--- src/rtl/pll_lock_supervisor.sv ---
// PLL bring-up sequencer: reset pulse, lock wait, stability window, loss recovery.
// Define PLL_SUP_STATS_EN to add the loss_cnt / timeout_cnt statistics outputs.
module pll_lock_supervisor #(
  parameter int RST_CYCLES    = 100,
  parameter int LOCK_TIMEOUT  = 50000,
  parameter int STABLE_CYCLES = 1000,
  parameter int LOSS_FILTER   = 4,
  parameter int MAX_RETRY     = 8
) (
  input  logic       clk,
  input  logic       resetn,
  input  logic       pll_lock,
  input  logic       force_reinit,
  output logic       pll_rst,
  output logic       domain_rstn,
  output logic       locked,
  output logic       fail,
  output logic [2:0] state,
  output logic [3:0] retry_cnt
`ifdef PLL_SUP_STATS_EN
  ,
  output logic [7:0] loss_cnt,
  output logic [7:0] timeout_cnt
`endif
);

  typedef enum logic [2:0] {
    S_RST    = 3'd0,
    S_WAIT   = 3'd1,
    S_STABLE = 3'd2,
    S_RUN    = 3'd3,
    S_FAIL   = 3'd4
  } state_t;

  localparam logic [15:0] RST_LAST  = 16'(RST_CYCLES - 1);
  localparam logic [15:0] TO_LAST   = 16'(LOCK_TIMEOUT - 1);
  localparam logic [15:0] STB_LAST  = 16'(STABLE_CYCLES - 1);
  localparam logic [15:0] LOSS_LAST = 16'(LOSS_FILTER - 1);
  localparam logic [3:0]  RETRY_MAX = 4'(MAX_RETRY);

  state_t      cur;
  logic [15:0] cnt;
  logic        sync1;
  logic        lock_s;
  logic [3:0]  retry_nxt;

  assign state     = cur;
  assign retry_nxt = (retry_cnt == 4'hf) ? 4'hf : retry_cnt + 4'd1;

  always_ff @(posedge clk or negedge resetn) begin
    if (!resetn) begin
      sync1       <= 1'b0;
      lock_s      <= 1'b0;
      cur         <= S_RST;
      cnt         <= '0;
      pll_rst     <= 1'b1;
      domain_rstn <= 1'b0;
      locked      <= 1'b0;
      fail        <= 1'b0;
      retry_cnt   <= '0;
`ifdef PLL_SUP_STATS_EN
      loss_cnt    <= '0;
      timeout_cnt <= '0;
`endif
    end else begin
      sync1  <= pll_lock;
      lock_s <= sync1;
      if (force_reinit) begin
        cur         <= S_RST;
        cnt         <= '0;
        retry_cnt   <= '0;
        fail        <= 1'b0;
        domain_rstn <= 1'b0;
        locked      <= 1'b0;
        pll_rst     <= 1'b1;
      end else begin
        unique case (cur)
          S_RST: begin
            if (cnt == RST_LAST) begin
              cur     <= S_WAIT;
              cnt     <= '0;
              pll_rst <= 1'b0;
            end else begin
              cnt <= cnt + 16'd1;
            end
          end
          S_WAIT: begin
            if (lock_s) begin
              cur <= S_STABLE;
              cnt <= '0;
            end else if (cnt == TO_LAST) begin
              retry_cnt <= retry_nxt;
              cnt       <= '0;
              pll_rst   <= 1'b1;
`ifdef PLL_SUP_STATS_EN
              if (timeout_cnt != 8'hff)
                timeout_cnt <= timeout_cnt + 8'd1;
`endif
              if (retry_nxt == RETRY_MAX) begin
                cur  <= S_FAIL;
                fail <= 1'b1;
              end else begin
                cur <= S_RST;
              end
            end else begin
              cnt <= cnt + 16'd1;
            end
          end
          S_STABLE: begin
            // any low sample restarts the lock wait, not a retry
            if (!lock_s) begin
              cur <= S_WAIT;
              cnt <= '0;
            end else if (cnt == STB_LAST) begin
              cur         <= S_RUN;
              cnt         <= '0;
              domain_rstn <= 1'b1;
              locked      <= 1'b1;
              retry_cnt   <= '0;
            end else begin
              cnt <= cnt + 16'd1;
            end
          end
          S_RUN: begin
            if (lock_s) begin
              cnt <= '0;
            end else if (cnt == LOSS_LAST) begin
              cur         <= S_RST;
              cnt         <= '0;
              pll_rst     <= 1'b1;
              domain_rstn <= 1'b0;
              locked      <= 1'b0;
`ifdef PLL_SUP_STATS_EN
              if (loss_cnt != 8'hff)
                loss_cnt <= loss_cnt + 8'd1;
`endif
            end else begin
              cnt <= cnt + 16'd1;
            end
          end
          S_FAIL: begin
            pll_rst     <= 1'b1;
            domain_rstn <= 1'b0;
            locked      <= 1'b0;
            fail        <= 1'b1;
          end
          default: begin
            cur         <= S_RST;
            cnt         <= '0;
            pll_rst     <= 1'b1;
            domain_rstn <= 1'b0;
            locked      <= 1'b0;
          end
        endcase
      end
    end
  end

endmodule

--- config.mk ---
export PLATFORM = sky130hd
export DESIGN_NAME = pll_lock_supervisor
export DESIGN_NICKNAME = d
export VERILOG_FILES = /design/src/rtl/pll_lock_supervisor.sv
export SDC_FILE = /design/constraint.sdc
export NUM_CORES = 1
export LEC_CHECK = 0
export BUFFER_PORTS_ARGS = -buffer_cell sky130_fd_sc_hd__buf_4
export CAP_MARGIN = 30
export CELL_PAD_IN_SITES_DETAIL_PLACEMENT = 0
export CELL_PAD_IN_SITES_GLOBAL_PLACEMENT = 1
export CORE_MARGIN = 2
export CORE_UTILIZATION = 45
export DETAILED_ROUTE_END_ITERATION = 7
export PLACE_DENSITY = 0.84
export SLEW_MARGIN = 20
export SYNTH_ARGS = -nofsm -noshare
export SYNTH_HDL_FRONTEND = slang
export SYNTH_SLANG_ARGS = --single-unit
--- constraint.sdc ---
create_clock -name clk -period 2.3 [get_ports clk]
set_input_delay 0.345 -clock clk [delete_from_list [all_inputs] [get_ports clk]]
set_output_delay 0.345 -clock clk [all_outputs]
set_load 0.02 [all_outputs]
==> results of run 1 <==
[kinds of logic after synthesis]
group	Yosys count
adder cells (fa/ha/maj)	3
buffers and inverters	19
multiplexers	5
AND/OR/NAND/NOR	83
AO/OA/AOI/OAI	49
flip-flops	28
XOR/XNOR	2
[placed cells by master, fill, tap and decap left out, drive strengths merged, types with 5 or more instances in the layout]
master   n
o311ai   6
nand2   24
buf     27
a21oi   13
nor2    13
o21ai    5
nand3   17
a22o     5
inv      9
nand4    6
nor3     5
dfrtp   27
[sequential cells by signal, indices dropped and copies added, names as in the netlist]
name and count:
lock_s 1, sync1 1, locked 1, state 3, cnt 16, retry_cnt 4, pll_rst 1, fail 1
[worst min path at each step]
stage / from / endpoint / slack, ns / cells after the start
after floorplan: resetn / cnt[0]$_DFFE_PN0P_ / 0.05 / 0
after global placement: resetn / lock_s$_DFF_PN0_ / 0.28 / 1
after detailed placement: resetn / state[1]$_DFFE_PN0P_ / 0.28 / 1
after CTS: pll_lock / sync1$_DFF_PN0_ / 0.16 / 1
after global routing: pll_lock / sync1$_DFF_PN0_ / 0.16 / 1
final: pll_lock / sync1$_DFF_PN0_ / 0.17 / 1
[area by class of cell]
type,count,area [sq um],share of cell area [%]
flip-flops and latches,28,702,35.6
well taps,48,60.1,3.04
clock buffers,4,55.1,2.79
inverters,9,33.8,1.71
repair buffers,28,213,10.8
multi-input cells,142,911,46.1
[power groups by stage]
| stage | clock (uW) | sequential [uW] | combinational, uW |
|---|---|---|---|
| after CTS | 316 | 534 | 125 |
| final | 312 | 534 | 125 |
| after global placement | 0 | 542 | 119 |
| after detailed placement | 0 | 544 | 123 |
| after global routing | 333 | 539 | 141 |
| after floorplan | 0 | 550 | 65.8 |
[critical path: cells and delay by family (launching register included)]
family	cells	cell delay [ns]
AOI/OAI and AO/OA	2	0.67
adders and majority gates	1	0.27
DFF	1	0.46
muxes	1	0.37
and+or+nand+nor	2	0.30
[layer usage]
metal / wire, um / up-vias / part of all wire [%]
met5: 0 / - / 0
met4: 13 / 0 / 0.33
met3: 126 / 2 / 3.2
met2: 1990 / 37 / 51
met1: 1750 / 752 / 45
li1: - / 746 / -
[timing repair]
item,4_1_cts,5_1_grt
buffers inserted,0,1
setup endpoints to repair,0,17
resized for setup,0,2
endpoints found under the hold margin,27,0
hold buffers,1,0
[per-stage QoR]
stage | worst slack (ns) | hold WS [ns] | utilization [%]
after detailed placement | 0.0813 | 0.285 | 52.1
after CTS | 0.0767 | 0.162 | 53.9
after global placement | 0.167 | 0.280 | 52.1
after floorplan | 0.270 | 0.0494 | -
final | 0.109 | 0.166 | 54.3
after global routing | -0.0503 | 0.157 | 54.3
==> impl_metrics.csv, run 1 <==
group,metric,value,unit
logic_synthesis,synth_area_per_cell,8.87,sq um
logic_synthesis,synthArstFlopShare,100,%
critical_path,r2r_setup_slack,0.11,ns
power,total_leakage_power,0.000850,uW
clocking,clkSinkCount,28,
critical_path,crit_start,"cnt[0]$_DFFE_PN0P_",
min_path,hp-class,"in2reg",
power,total_power,972,uW
logic_synthesis,synth_top_area_share,40.3,%
clocking,cts_root_buf,"clkbuf_8",
clocking,clk_pin_slew,0.10,ns
sta,fin_crit_sh,95.2,%
clocking,cts_buffers,3,
floorplanning,fp.dieW,65.0,um
logic_synthesis,ys_warn_count,0,
flow_run,maxCapViolations,0,
drt,wire_per_inst,15.0,um
critical_path,crit_path_end,"retry_cnt[0]$_DFFE_PN0P_",
power,ir_drop,0.000214,V
logic_synthesis,synth_cell_types,48,
logic_synthesis,syn_nets,196,
final_layout,fin_nets,219,
critical_path,critPathKind,"reg2reg",
drt,drt_first_pass_iters,4,
power,p_seq_share,55.0,%
global_routing,grt_pass1_wl,6.71,mm
drt,num_vias,1537,
critical_path,arrival,2.35,ns
sta,final_max_slew_viol_count,0,
global_routing,grtUsageMet3,2.60,%
global_routing,grt_max_degree,29,
critical_path,startpoint_type,"register",
clocking,clk_latency,0.28,ns
logic_synthesis,synth_flop_cell,"dfrtp_1",
floorplanning,die-area,0.00423,sq mm
logic_synthesis,syn_area,0.00168,sq mm
power,combPwrFrac,12.9,%
logic_synthesis,synth-adder-area-share,2.24,%
critical_path,r2r-start,"cnt[0]$_DFFE_PN0P_",
floorplanning,chipHeight,65.0,um
final_layout,fin_area,0.00197,sq mm
sta,fmax,456,MHz
logic_synthesis,synth-xor-area-share,1.04,%
placement,dpl-instance-area,0.00189,sq mm
global_routing,grt_pass1_vias,1446,
sta,hold_violations,0,
critical_path,critical_path.max_fanout,7,
floorplanning,io_pins,15,
logic_synthesis,synth_top_family_by_area,"simple AND/OR/NAND/NOR gates",
global_routing,grt_util_met2,33.9,%
logic_synthesis,synth_common_cells,"27 x dfrtp_1, 24 x nand2_1, 17 x nand3_1",
global_routing,overflow,0,
drt,initialDrtViolationCount,105,
sta,skew,0.00744,ns
logic_synthesis,ys_ff_latch,28,
logic_synthesis,netlist_instances,189,
drt,postRouteAntennaNets,0,
floorplanning,initial_core_util,46.1,%
critical_path,worst_r2r_endpoint,"retry_cnt[0]$_DFFE_PN0P_",
sta,period_minus_slack,2.19,ns
critical_path,reg2reg_depth,6,
logic_synthesis,synth_edf_count,0,
logic_synthesis,synth-simple-area-share,25.7,%
sta,slew_headroom,69.7,%
global_routing,antenna_found_initial,0,
critical_path,slowest_delay,0.46,ns
sta,finalSetupTns,0,ns
logic_synthesis,synth_compound_area_share,21.3,%
power,switching_power,256,uW
clocking,clockBufferDepth,2,
placement,gp_congestion,0.891,
power,p_sw_share,26.3,%
power,p_int,716,uW
floorplanning,fp-row-count,22,
sta,worst_pin_slew,0.449,ns
drt,totalWireLength,3.88,mm
clocking,cts_tree,"yes",
critical_path,path_cells,"ha_1 -> and3b_1 -> nand4_1 -> a2bb2o_1 -> a21oi_1 -> mux2_1",
drt,drc,0,
power,pwr-share-clk,32.1,%
logic_synthesis,synth_area_leaders,"dfrtp_1 40%, nand2_1 5.4%, nand3_1 5.1%",
power,power.density,492,mW/mm^2
run_status,status,"completed",
global_routing,busiest_layer,"met2",
final_layout,antenna_cells,0,
sta,setup_viol,0,
logic_synthesis,post-synth-top-count-cell,"dfrtp_1",
logic_synthesis,yosysSeqAreaShare,41.9,%
placement,place_hpwl,2.85,mm
critical_path,crit_required,2.46,ns
final_layout,fin_cells,259,
final_layout,area_growth,17.8,%
placement,port-buffer-count,14,
final_layout,fillers,362,
floorplanning,core_area,0.00363,sq mm
clocking,ctsHtreeMaxLevel,1,
logic_synthesis,yosysTopAreaCell,"dfrtp_1",
final_layout,drive_gt1_share,19.0,%
global_routing,gr-usage-met1,26.5,%
placement,dp.cells,253,
critical_path,cp-end-kind,"register",
drt,vias_per_cell,5.93,
global_routing,track_usage,19.8,%
critical_path,cpMaxStageDelayCell,"dfrtp_1",
logic_synthesis,yosys-mux-area-fraction,3.13,%
(Power assumes the default switching activity.)
==> inputs of run 2 (changes only) <==
- clock period: 2.3 -> 2.32 ns (I/O delays scaled with it)
==> impl_metrics.csv, run 2 (synthesis gave the netlist of run 1 again) <==
group,metric,value,unit
floorplanning,chipHeight,65.0,um
global_routing,grt_pass1_vias,1492,
critical_path,r2r-start,"cnt[8]$_DFFE_PN0P_",
final_layout,fin_area,0.00196,sq mm
power,total_leakage_power,0.000834,uW
power,total_power,961,uW
global_routing,antenna_found_initial,0,
final_layout,antenna_cells,0,
placement,dp_slack,0.0845,ns
drt,vias_per_cell,6.07,
final_layout,regMostFlops,"cnt",
global_routing,overflow,0,
critical_path,critPathKind,"reg2reg",
power,ir_drop,0.000188,V
sta,setup_viol,0,
final_layout,drive_gt1_share,18.4,%
drt,highest_layer,"met4",
clocking,ctsHtreeMaxLevel,1,
global_routing,grt_pass1_wl,6.79,mm
sta,slew_headroom,70.9,%
clocking,clkSinkCount,28,
clocking,cts_tree,"yes",
sta,fin_crit_sh,92.7,%
critical_path,startpoint_type,"register",
sta,final_max_slew_viol_count,0,
critical_path,worst_r2r_endpoint,"cnt[9]$_DFFE_PN0P_",
sta,finalSetupTns,0,ns
sta,skew,0.00381,ns
min_path,hold_start,"pll_lock",
floorplanning,core_area,0.00363,sq mm
critical_path,r2r_setup_slack,0.17,ns
clocking,clockBufferDepth,2,
final_layout,mostFrequentLayoutCells,"27 x dfrtp_1, 24 x nand2_1, 23 x buf_4",
placement,place_hpwl,2.81,mm
min_path,min_to,"sync1$_DFF_PN0_",
critical_path,reg2reg_depth,7,
final_layout,area_growth,16.8,%
drt,postRouteAntennaNets,0,
sta,setup_slack,0.168,ns
critical_path,arrival,2.32,ns
sta,fmax,465,MHz
drt,drc,0,
floorplanning,fp-row-count,22,
sta,period_minus_slack,2.15,ns
drt,wire_per_inst,15.0,um
critical_path,crit_required,2.49,ns
sta,hold_violations,0,
placement,port-buffer-count,14,
drt,met2_length,1.95,mm
placement,dpl-instance-area,0.00187,sq mm
sta,worst_pin_slew,0.432,ns
min_path,hold_depth,1,
placement,gp_congestion,0.931,
drt,wl_met3,135,um
drt,drt_first_pass_iters,5,
floorplanning,die-area,0.00423,sq mm
sta,rsz0062_at_grt,"no",
final_layout,fillers,351,
critical_path,critical_path.max_fanout,20,
min_path,hp-class,"in2reg",
drt,wl_met1,1.73,mm
final_layout,layout_commonest_cell,"dfrtp_1",
clocking,post_cts_buffers,0,
final_layout,fin_nets,215,
drt,num_vias,1548,
floorplanning,fp.dieW,65.0,um
global_routing,track_usage,20.1,%
drt,totalWireLength,3.82,mm
critical_path,cp-end-kind,"register",
clocking,cts_root_buf,"clkbuf_8",
final_layout,largest_reg_flops,16,
global_routing,grt_max_degree,29,
power,power.density,491,mW/mm^2
flow_run,maxCapViolations,0,
clocking,cts_buffers,3,
run_status,status,"completed",
floorplanning,initial_core_util,46.1,%
clocking,clk_pin_slew,0.10,ns
drt,initialDrtViolationCount,90,
clocking,clk_latency,0.28,ns
floorplanning,io_pins,15,
## run 2: metrics by stage
| stage | cells | hold slack [ns] | util (%) |
|---|---|---|---|
| 2_1_floorplan | 189 | 0.0524 | - |
| 3_3_place_gp | 250 | 0.282 | 51.5 |
| 3_5_place_dp | 250 | 0.288 | 51.5 |
| 4_1_cts | 255 | 0.162 | 53.3 |
| 5_1_grt | 255 | 0.155 | 53.9 |
| 6_report | 255 | 0.171 | 53.9 |
## run 2: area by class of cell
type,count,area (sq um),area share [%]
sequential,28,702,35.8
timing repair buffer,24,183,9.33
inverter,9,33.8,1.73
multi-input combinational,142,925,47.2
tap,48,60.1,3.07
clock buffer,4,55.1,2.81
## run 2: worst max path at each step
stage | from | endpoint | cells past startpoint
4_1_cts | cnt[8]$_DFFE_PN0P_ | cnt[9]$_DFFE_PN0P_ | 7
6_report | cnt[8]$_DFFE_PN0P_ | cnt[9]$_DFFE_PN0P_ | 7
3_3_place_gp | cnt[3]$_DFFE_PN0P_ | cnt[7]$_DFFE_PN0P_ | 7
5_1_grt | cnt[8]$_DFFE_PN0P_ | cnt[9]$_DFFE_PN0P_ | 7
3_5_place_dp | cnt[8]$_DFFE_PN0P_ | cnt[9]$_DFFE_PN0P_ | 7
2_1_floorplan | cnt[13]$_DFFE_PN0P_ | cnt[5]$_DFFE_PN0P_ | 7
## run 2: report_power, final
group / switching [uW] / total [uW] / internal, uW
registers: 26.1 / 531 / 505
clock network: 154 / 306 / 152
logic: 72.6 / 124 / 51.1
## run 2: routing by layer
| metal | track usage [%] | vias to the layer above |
|---|---|---|
| met2 | 35.1 | 27 |
| li1 | - | 742 |
| met4 | 4.95 | 0 |
| met3 | 1.56 | 2 |
| met1 | 27.2 | 777 |
| met5 | 0 | - |
## run 2: critical path, stage by stage, from the launching register on
cell,delay (ns)
dfrtp_1,0.47
nor4_2,0.33
nand4b_1,0.22
o41ai_2,0.29
a41oi_1,0.16
buf_4,0.22
a21o_1,0.18
a22o_1,0.18
## run 2: timing repair
item                                   4_1_cts  5_1_grt
setup endpoints to repair                    0       16
endpoints found under the hold margin       27        0
hold buffers                                 1        0
resized for setup                            0        4
